## config.mk

```make
export PLATFORM = sky130hd
export DESIGN_NAME = uart_word_tx_flat
export DESIGN_NICKNAME = d
export VERILOG_FILES = /design/src/rtl/uart_word_tx_if.sv /design/src/rtl/uart_word_tx.sv /design/src/flat_wrapper.sv
export SDC_FILE = /design/constraint.sdc
export NUM_CORES = 1
export LEC_CHECK = 0
export ABC_AREA = 1
export CORE_ASPECT_RATIO = 0.7
export CORE_MARGIN = 4
export CORE_UTILIZATION = 30
export CTS_BUF_LIST = sky130_fd_sc_hd__clkbuf_2
export DETAILED_ROUTE_END_ITERATION = 7
export SLEW_MARGIN = 20
export SYNTH_ARGS = -nofsm -noshare
export SYNTH_HDL_FRONTEND = slang
export SYNTH_SLANG_ARGS = --single-unit
```

## constraint.sdc

```tcl
create_clock -name clk_i -period 2.7 [get_ports clk_i]
set_clock_uncertainty 0.05 [all_clocks]
set_input_delay 0.54 -clock clk_i [delete_from_list [all_inputs] [get_ports clk_i]]
set_output_delay 0.54 -clock clk_i [all_outputs]
set_load 0.03 [all_outputs]
```

## src/rtl/uart_word_tx_if.sv

```systemverilog
// uart_word_tx_if -- word handshake between a producer and uart_word_tx.
//
// Signals:
//   word_valid_i  producer offers a word this cycle
//   word_i        32-bit word payload, meaningful while word_valid_i is high
//   word_ready_o  transmitter has an empty holding slot
//
// Handshake: a word transfers on every rising clock edge where
// word_valid_i && word_ready_o are both high. The producer may raise
// word_valid_i at any time and may not rely on word_ready_o staying high;
// word_ready_o does not depend combinationally on word_valid_i.
//
// Modports: master = word producer, slave = uart_word_tx.
interface uart_word_tx_if;
  logic        word_valid_i;
  logic [31:0] word_i;
  logic        word_ready_o;

  modport master (output word_valid_i, output word_i, input word_ready_o);
  modport slave  (input word_valid_i, input word_i, output word_ready_o);
endinterface

```

## src/rtl/uart_word_tx.sv

```systemverilog
// uart_word_tx -- serialises 32-bit words onto an 8N1 UART line, least
// significant byte first, NUM_BYTES (1..4) bytes per word.
//
// Ports:
//   clk_i           sole clock, rising edge
//   rst_ni          asynchronous active-low reset
//   clks_per_bit_i  clk_i cycles per bit (0 treated as 1), sampled per byte
//   word_bus        slave side of uart_word_tx_if (valid/ready word input)
//   o_Tx_Serial     serial line, idle high
//   o_Tx_Active     high while any start/data/(parity)/stop bit is on the line
//   o_Tx_Done       one-cycle pulse after each byte's stop bit
//   o_Word_Done     one-cycle pulse with o_Tx_Done of a word's last byte
//   dbg_state_o     current FSM state (IDLE=0 START=1 DATA=2 STOP=3 PARITY=4)
//
// Build option: define UART_TX_PARITY_EN to insert an even-parity bit
// between the data bits and the stop bit (11-bit frames).
//
// Storage is one shift word (busy whenever the FSM is not IDLE) plus one
// holding word; word_ready_o reflects only the holding word, so a second word
// can be queued while the first is on the line.
module uart_word_tx #(
  parameter int NUM_BYTES = 4
) (
  input  logic              clk_i,
  input  logic              rst_ni,
  input  logic [15:0]       clks_per_bit_i,
  uart_word_tx_if.slave     word_bus,
  output logic              o_Tx_Serial,
  output logic              o_Tx_Active,
  output logic              o_Tx_Done,
  output logic              o_Word_Done,
  output logic [2:0]        dbg_state_o
);

  localparam logic [2:0] S_IDLE   = 3'd0;
  localparam logic [2:0] S_START  = 3'd1;
  localparam logic [2:0] S_DATA   = 3'd2;
  localparam logic [2:0] S_STOP   = 3'd3;
`ifdef UART_TX_PARITY_EN
  localparam logic [2:0] S_PARITY = 3'd4;
`endif

  localparam logic [1:0] LAST_BYTE = 2'(NUM_BYTES - 1);

  logic [2:0]  state;
  logic [31:0] shift_word;   // bytes not yet started, next byte in [7:0]
  logic [31:0] hold_word;
  logic        hold_full;
  logic        ready_en;     // keeps word_ready_o low until the first clock after reset
  logic [7:0]  tx_sr;        // current byte, next data bit in [0]
  logic [2:0]  bit_idx;
  logic [1:0]  byte_idx;
  logic [15:0] div_q;        // divisor latched for the current byte
  logic [15:0] bit_cnt;
  logic        tx_done_q;
  logic        word_done_q;
`ifdef UART_TX_PARITY_EN
  logic        par_q;
`endif

  logic        accept;
  logic        bit_tick;
  logic        byte_end;
  logic        word_end;
  logic        start_new;
  logic        next_byte;
  logic [31:0] new_word;
  logic [31:0] load_word;
  logic [15:0] div_eff;

  assign word_bus.word_ready_o = ready_en && !hold_full;
  assign accept    = word_bus.word_valid_i && word_bus.word_ready_o;

  // div_q is at least 1 whenever the FSM is active, so the compare never wraps.
  assign bit_tick  = (bit_cnt == div_q - 16'd1);
  assign byte_end  = (state == S_STOP) && bit_tick;
  assign word_end  = byte_end && (byte_idx == LAST_BYTE);
  assign next_byte = byte_end && (byte_idx != LAST_BYTE);

  // A new word enters the shift register either straight from the bus while
  // idle, or from the holding word (while idle, or at the last stop bit's end
  // so the next start bit follows with no gap).
  assign start_new = ((state == S_IDLE) && (hold_full || accept)) ||
                     (word_end && hold_full);
  assign new_word  = hold_full ? hold_word : word_bus.word_i;
  assign load_word = start_new ? new_word : shift_word;
  assign div_eff   = (clks_per_bit_i == 16'd0) ? 16'd1 : clks_per_bit_i;

  always_ff @(posedge clk_i or negedge rst_ni) begin
    if (!rst_ni) begin
      state       <= S_IDLE;
      shift_word  <= '0;
      hold_word   <= '0;
      hold_full   <= 1'b0;
      ready_en    <= 1'b0;
      tx_sr       <= '0;
      bit_idx     <= '0;
      byte_idx    <= '0;
      div_q       <= '0;
      bit_cnt     <= '0;
      tx_done_q   <= 1'b0;
      word_done_q <= 1'b0;
`ifdef UART_TX_PARITY_EN
      par_q       <= 1'b0;
`endif
    end else begin
      ready_en    <= 1'b1;
      tx_done_q   <= byte_end;
      word_done_q <= word_end;

      // Release first, then capture: hold_full is low whenever accept is
      // possible, so the two never fight over the same word.
      if (start_new && hold_full) begin
        hold_full <= 1'b0;
      end
      if (accept && (state != S_IDLE)) begin
        hold_word <= word_bus.word_i;
        hold_full <= 1'b1;
      end

      if (start_new || next_byte) begin
        tx_sr      <= load_word[7:0];
        shift_word <= load_word >> 8;
        byte_idx   <= start_new ? 2'd0 : byte_idx + 2'd1;
        div_q      <= div_eff;
        bit_cnt    <= '0;
        bit_idx    <= '0;
        state      <= S_START;
`ifdef UART_TX_PARITY_EN
        par_q      <= ^load_word[7:0];
`endif
      end else if (state != S_IDLE) begin
        if (bit_tick) begin
          bit_cnt <= '0;
          case (state)
            S_START: state <= S_DATA;
            S_DATA: begin
              tx_sr   <= tx_sr >> 1;
              bit_idx <= bit_idx + 3'd1;
              if (bit_idx == 3'd7) begin
`ifdef UART_TX_PARITY_EN
                state <= S_PARITY;
`else
                state <= S_STOP;
`endif
              end
            end
`ifdef UART_TX_PARITY_EN
            S_PARITY: state <= S_STOP;
`endif
            // Only the last byte with nothing held gets here.
            S_STOP:  state <= S_IDLE;
            default: state <= S_IDLE;
          endcase
        end else begin
          bit_cnt <= bit_cnt + 16'd1;
        end
      end
    end
  end

  always_comb begin
    o_Tx_Serial = 1'b1;
    case (state)
      S_START:  o_Tx_Serial = 1'b0;
      S_DATA:   o_Tx_Serial = tx_sr[0];
`ifdef UART_TX_PARITY_EN
      S_PARITY: o_Tx_Serial = par_q;
`endif
      default:  o_Tx_Serial = 1'b1;
    endcase
  end

  assign o_Tx_Active = (state != S_IDLE);
  assign o_Tx_Done   = tx_done_q;
  assign o_Word_Done = word_done_q;
  assign dbg_state_o = state;

endmodule

```

## src/flat_wrapper.sv

```systemverilog
// flat-port wrapper written by rule: the top's interface ports become plain ports
module uart_word_tx_flat 
#(
  parameter int NUM_BYTES = 4
)
  (clk_i, rst_ni, clks_per_bit_i, o_Tx_Serial, o_Tx_Active, o_Tx_Done, o_Word_Done, dbg_state_o, word_bus_word_valid_i, word_bus_word_i, word_bus_word_ready_o);
  uart_word_tx_if word_bus_i ();
  input  logic clk_i;
  input  logic rst_ni;
  input  logic [15:0] clks_per_bit_i;
  output logic o_Tx_Serial;
  output logic o_Tx_Active;
  output logic o_Tx_Done;
  output logic o_Word_Done;
  output logic [2:0] dbg_state_o;
  input wire logic [$bits(word_bus_i.word_valid_i)-1:0] word_bus_word_valid_i;
  input wire logic [$bits(word_bus_i.word_i)-1:0] word_bus_word_i;
  output wire logic [$bits(word_bus_i.word_ready_o)-1:0] word_bus_word_ready_o;
  assign word_bus_i.word_valid_i = word_bus_word_valid_i;
  assign word_bus_i.word_i = word_bus_word_i;
  assign word_bus_word_ready_o = word_bus_i.word_ready_o;
  uart_word_tx #(.NUM_BYTES(NUM_BYTES)) u_core (.clk_i(clk_i), .rst_ni(rst_ni), .clks_per_bit_i(clks_per_bit_i), .word_bus(word_bus_i), .o_Tx_Serial(o_Tx_Serial), .o_Tx_Active(o_Tx_Active), .o_Tx_Done(o_Tx_Done), .o_Word_Done(o_Word_Done), .dbg_state_o(dbg_state_o));
endmodule
```

==> results.txt, run 1 <==
----------------------------------------------------
[Routing]
  Number of DRC markers in iteration 0 ... 419
  Post-Route WL ... 16110 um
  Via count ... 5587
  Post-route ant nets ... 0
  Number of detailed-routing iterations run before antenna repair ... 5
  Detail-routed via count per cell ... 4.633
  DRC violation count after routing ... 0
  Average wire per standard cell ... 13.36 um

[Floorplan]
  Area inside the core boundary ... 20180 um2
  Top-Level Pins ... 59
  Die H ... 129.1 um
  Initial cell density of the core ... 31.13%
  Die area ... 23350 um2
  Die extent in x ... 180.9 um
  Number of rows in the core area ... 43

[Timing]
  RSZ-0062 raised after global routing ... yes
  Number of max-slew violations in the final report ... 0
  Final hold viol count ... 0
  Setup_tns ... 0 ns
  Transition time at the pin with the least slew margin ... 0.6897 ns
  Worst slew margin relative to its limit ... 54.02%
  Min Tclk post-route ... 2.606 ns
  Max Clock Freq ... 383.7 MHz
  Final setup violation count ... 0
  Worst-case hold slack ... 0.3838 ns
  Final critical-path share of the clock period ... 96.52%
  Worst path setup slack after routing ... 0.09393 ns

[Clock tree]
  CTS root buf ... clkbuf_2
  Count of H-tree levels built during CTS ... 3
  Post-CTS clock slew at the launch and capture registers of the worst setup and hold paths ... 0.29 ns
  Clock tree from TritonCTS ... yes
  Latest clock arrival within the worst-skew pair ... 0.63 ns
  TritonCTS sink count ... 107
  Number of CTS-inserted buffers ... 9
  Buffer levels on the longest clock path ... 2

[Global routing]
  Wire length of the first global-routing pass ... 25940 um
  Largest net degree at the start of global routing ... 108
  Via count of the first global-routing pass ... 5016
  Sum of overflow across all layers after global routing ... 0
  Total routing resource utilization after global routing ... 13.62%
  Initial antenna violation count ... 1

[Logic synthesis]
  Netlist Area Pre-Place ... 6281 um2
  Post-synth cell types ... 41
  Fraction of the yosys area taken by sequential cells ... 42.63%
  Avg Cell Area, Syn ... 7.355 um2
  Number of synthesized flops with an enable pin ... 0
  Cell with the most instances after synthesis ... nand2_1
  Total nets after synthesis ... 914
  Number of standard cells after synthesis ... 854
  Cell types occupying the most area after synthesis ... dfrtp_1, nand2_1, o21ai_0
  Most used DFF post-synth ... dfrtp_1
  Largest area contributor in the netlist ... dfrtp_1
  Number of synthesized register bits ... 107
  Ys Warns ... 0
  Share of the synthesized area in the top cell type ... 42.63%
  Commonest cells post-synth ... nand2_1, dfrtp_1, inv_1, o21ai_0, nor2_1
  Share of flip-flops with an asynchronous set or reset after synthesis ... 100.0%

[Critical path]
  CP max FO ... 12
  Chain of cells forming the critical path ... nor2_4, nand2_4, nor2_8, nand2_2, nand2_2, nand2_4, inv_1, nand2_1, nor2_1, nand2_1, nor2_4, nand4_4, nand3_2, inv_6, nand3_1, buf_4, o21ai_0
  Data arrival time of the worst path ... 3.10 ns
  Register-to-register setup slack ... 0.09 ns
  Buffers plus inverters on the worst setup path ... 3
  Critical Path Source Type ... flip-flop
  Critical path's largest stage delay ... 0.53 ns
  Kind of critical path ... reg -> reg
  Critical Path RT ... 3.19 ns
  Largest delay share family, worst path ... simple AND/OR/NAND/NOR gates
  Category of the worst setup path capture point ... flip-flop
  Crit-path slowest cell ... dfrtp_2

[Status]
  Run status ... finished clean

[Power]
  Pwr dens ... 1008 nW/um2
  Static Leakage ... 3.646 nW
  Overall power ... 7.728 mW
  Largest vdd supply drop ... 0.3106 mV

[Final layout]
  Area overhead of the layout relative to synthesis ... 22.09%
  Non-filler instance count after layout ... 1206
  Total of fill cells in the finished design ... 2118
  Sequential cell area ... 2688 um2
  Cell area after layout ... 7669 um2
  Final core area utilization ... 38.01%
  Share of layout cells above drive strength 1 ... 12.83%
  Area occupied by multi-input gates ... 3129 um2
  Final layout net count ... 990

[Placed design]
  Gpl congestion ... 0.8638
  Count of buffers from port buffering ... 57
  Detail Placement HPWL ... 11420 um
  Dpl cells ... 1168
  Post-placement worst setup slack ... -0.01202 ns
  Area of placed instances ... 7191 um2

[Worst hold path]
  Worst min-delay path class ... in -> async

[Flow run]
  Max_cap viols ... 0

----------------------------------------------------
==> power by group <==
group,internal (mW),switching [mW]
registers,2.22,0.455
clock network,0.224,0.590
logic,1.64,2.60
==> cell usage in the layout, fill, tap and decap left out, types with 2 or more instances in the layout <==
cell / Yosys / layout
nor3_1: 3 / 3
inv_6: 0 / 3
xor2_1: 16 / 16
clkbuf_2: 1 / 10
nand3_2: 3 / 4
o211ai_1: 17 / 17
nor2_1: 65 / 55
conb_1: 2 / 2
nand2_4: 1 / 3
nand4_1: 13 / 13
clkinv_1: 1 / 2
buf_12: 0 / 4
dfrtp_1: 107 / 99
o21ai_0: 90 / 90
inv_1: 103 / 102
nand4_4: 2 / 2
o21ai_1: 20 / 20
nand2_8: 0 / 2
nand2_1: 260 / 251
nand3_1: 64 / 63
nand2_2: 7 / 12
buf_6: 8 / 3
clkdlybuf4s50_1: 0 / 53
nor2_2: 4 / 6
buf_4: 6 / 35
nor4_1: 4 / 4
nor3b_1: 2 / 2
inv_2: 4 / 4
dfrtp_2: 0 / 8
xnor2_1: 5 / 5
a21oi_1: 2 / 2
nor2_4: 3 / 11
ha_1: 9 / 8
==> cell families (layout without fill, tap and decap cells) <==
| family | count (synthesis) | in the layout | synth area share, % |
|---|---|---|---|
| fa+ha+maj | 9 | 9 | 1.793 |
| other cells | 2 | 3 | 0.1196 |
| flops | 107 | 107 | 42.63 |
| xor+xnor | 21 | 21 | 2.928 |
| buf+inv | 145 | 225 | 10.10 |
| compound gates | 133 | 133 | 11.77 |
| simple gates | 437 | 438 | 30.66 |
==> area by class of cell <==
| cell class | instances | area share, % |
|---|---|---|
| clock buffers | 9 | 0.5874 |
| repair buffers | 101 | 12.79 |
| flip-flops and latches | 107 | 35.05 |
| multi-input cells | 603 | 40.81 |
| well taps | 270 | 4.405 |
| diodes | 1 | 0.03263 |
| clock inverters | 7 | 0.9790 |
| inverters | 108 | 5.352 |
==> registers in the layout (all words and copies together), names as in the netlist <==
register and cells:
u_core.hold_word 32, u_core.shift_word 24, u_core.div_q 16, u_core.bit_idx 3, u_core.ready_en 1, u_core.o_Word_Done 1, u_core.byte_idx 2, u_core.dbg_state_o 2
u_core.tx_sr 8, u_core.o_Tx_Done 1, u_core.hold_full 1, u_core.bit_cnt 16
==> path summary, 6_finish.rpt <==
kind / start / endpoint / cells past startpoint
worst max-delay path: u_core.div_q[6] / u_core.bit_cnt[15] / 17
worst min-delay path: rst_ni / u_core.dbg_state_o[1] / 3
worst max register to register: u_core.div_q[6] / u_core.bit_cnt[15] / 17
worst min register to register: u_core.bit_idx[2] / u_core.bit_idx[2] / 2
max in group asynchronous: rst_ni / u_core.div_q[9] / 3
min in group clk_i: word_bus_word_i[0] / u_core.hold_word[0] / 3
==> repair_timing <==
action / CTS / global route
endpoints found under the hold margin: 107 / 0
hold buffers: 1 / 0
gates resized for setup: 4 / 56
setup buffers: 0 / 18
cloned: 0 / 2
endpoints found under the setup margin: 14 / 72
pin swaps: 0 / 25
==> layer usage <==
layer | vias up | track usage, % | routed length [um]
li1 | 2875 | - | -
met3 | 21 | 3.114 | 793
met5 | - | 0 | 0
met1 | 2559 | 21.93 | 8851
met4 | 0 | 2.823 | 193
met2 | 132 | 18.30 | 6270
==> worst register-to-register path: cells and delay by family, from the launching register on <==
family | cells | cell delay, ns
buffers and inverters | 3 | 0.35
flip-flops | 1 | 0.53
AO/OA/AOI/OAI | 1 | 0.11
AND/OR/NAND/NOR | 13 | 1.51
No activity file was read; power rests on OpenSTA's default activity.
==> run 2, diff against run 1 <==
- CAP_MARGIN: not set -> 20
==> results of run 2 <==
No change in the layout: final DEF, timing and power equal those of run 1.
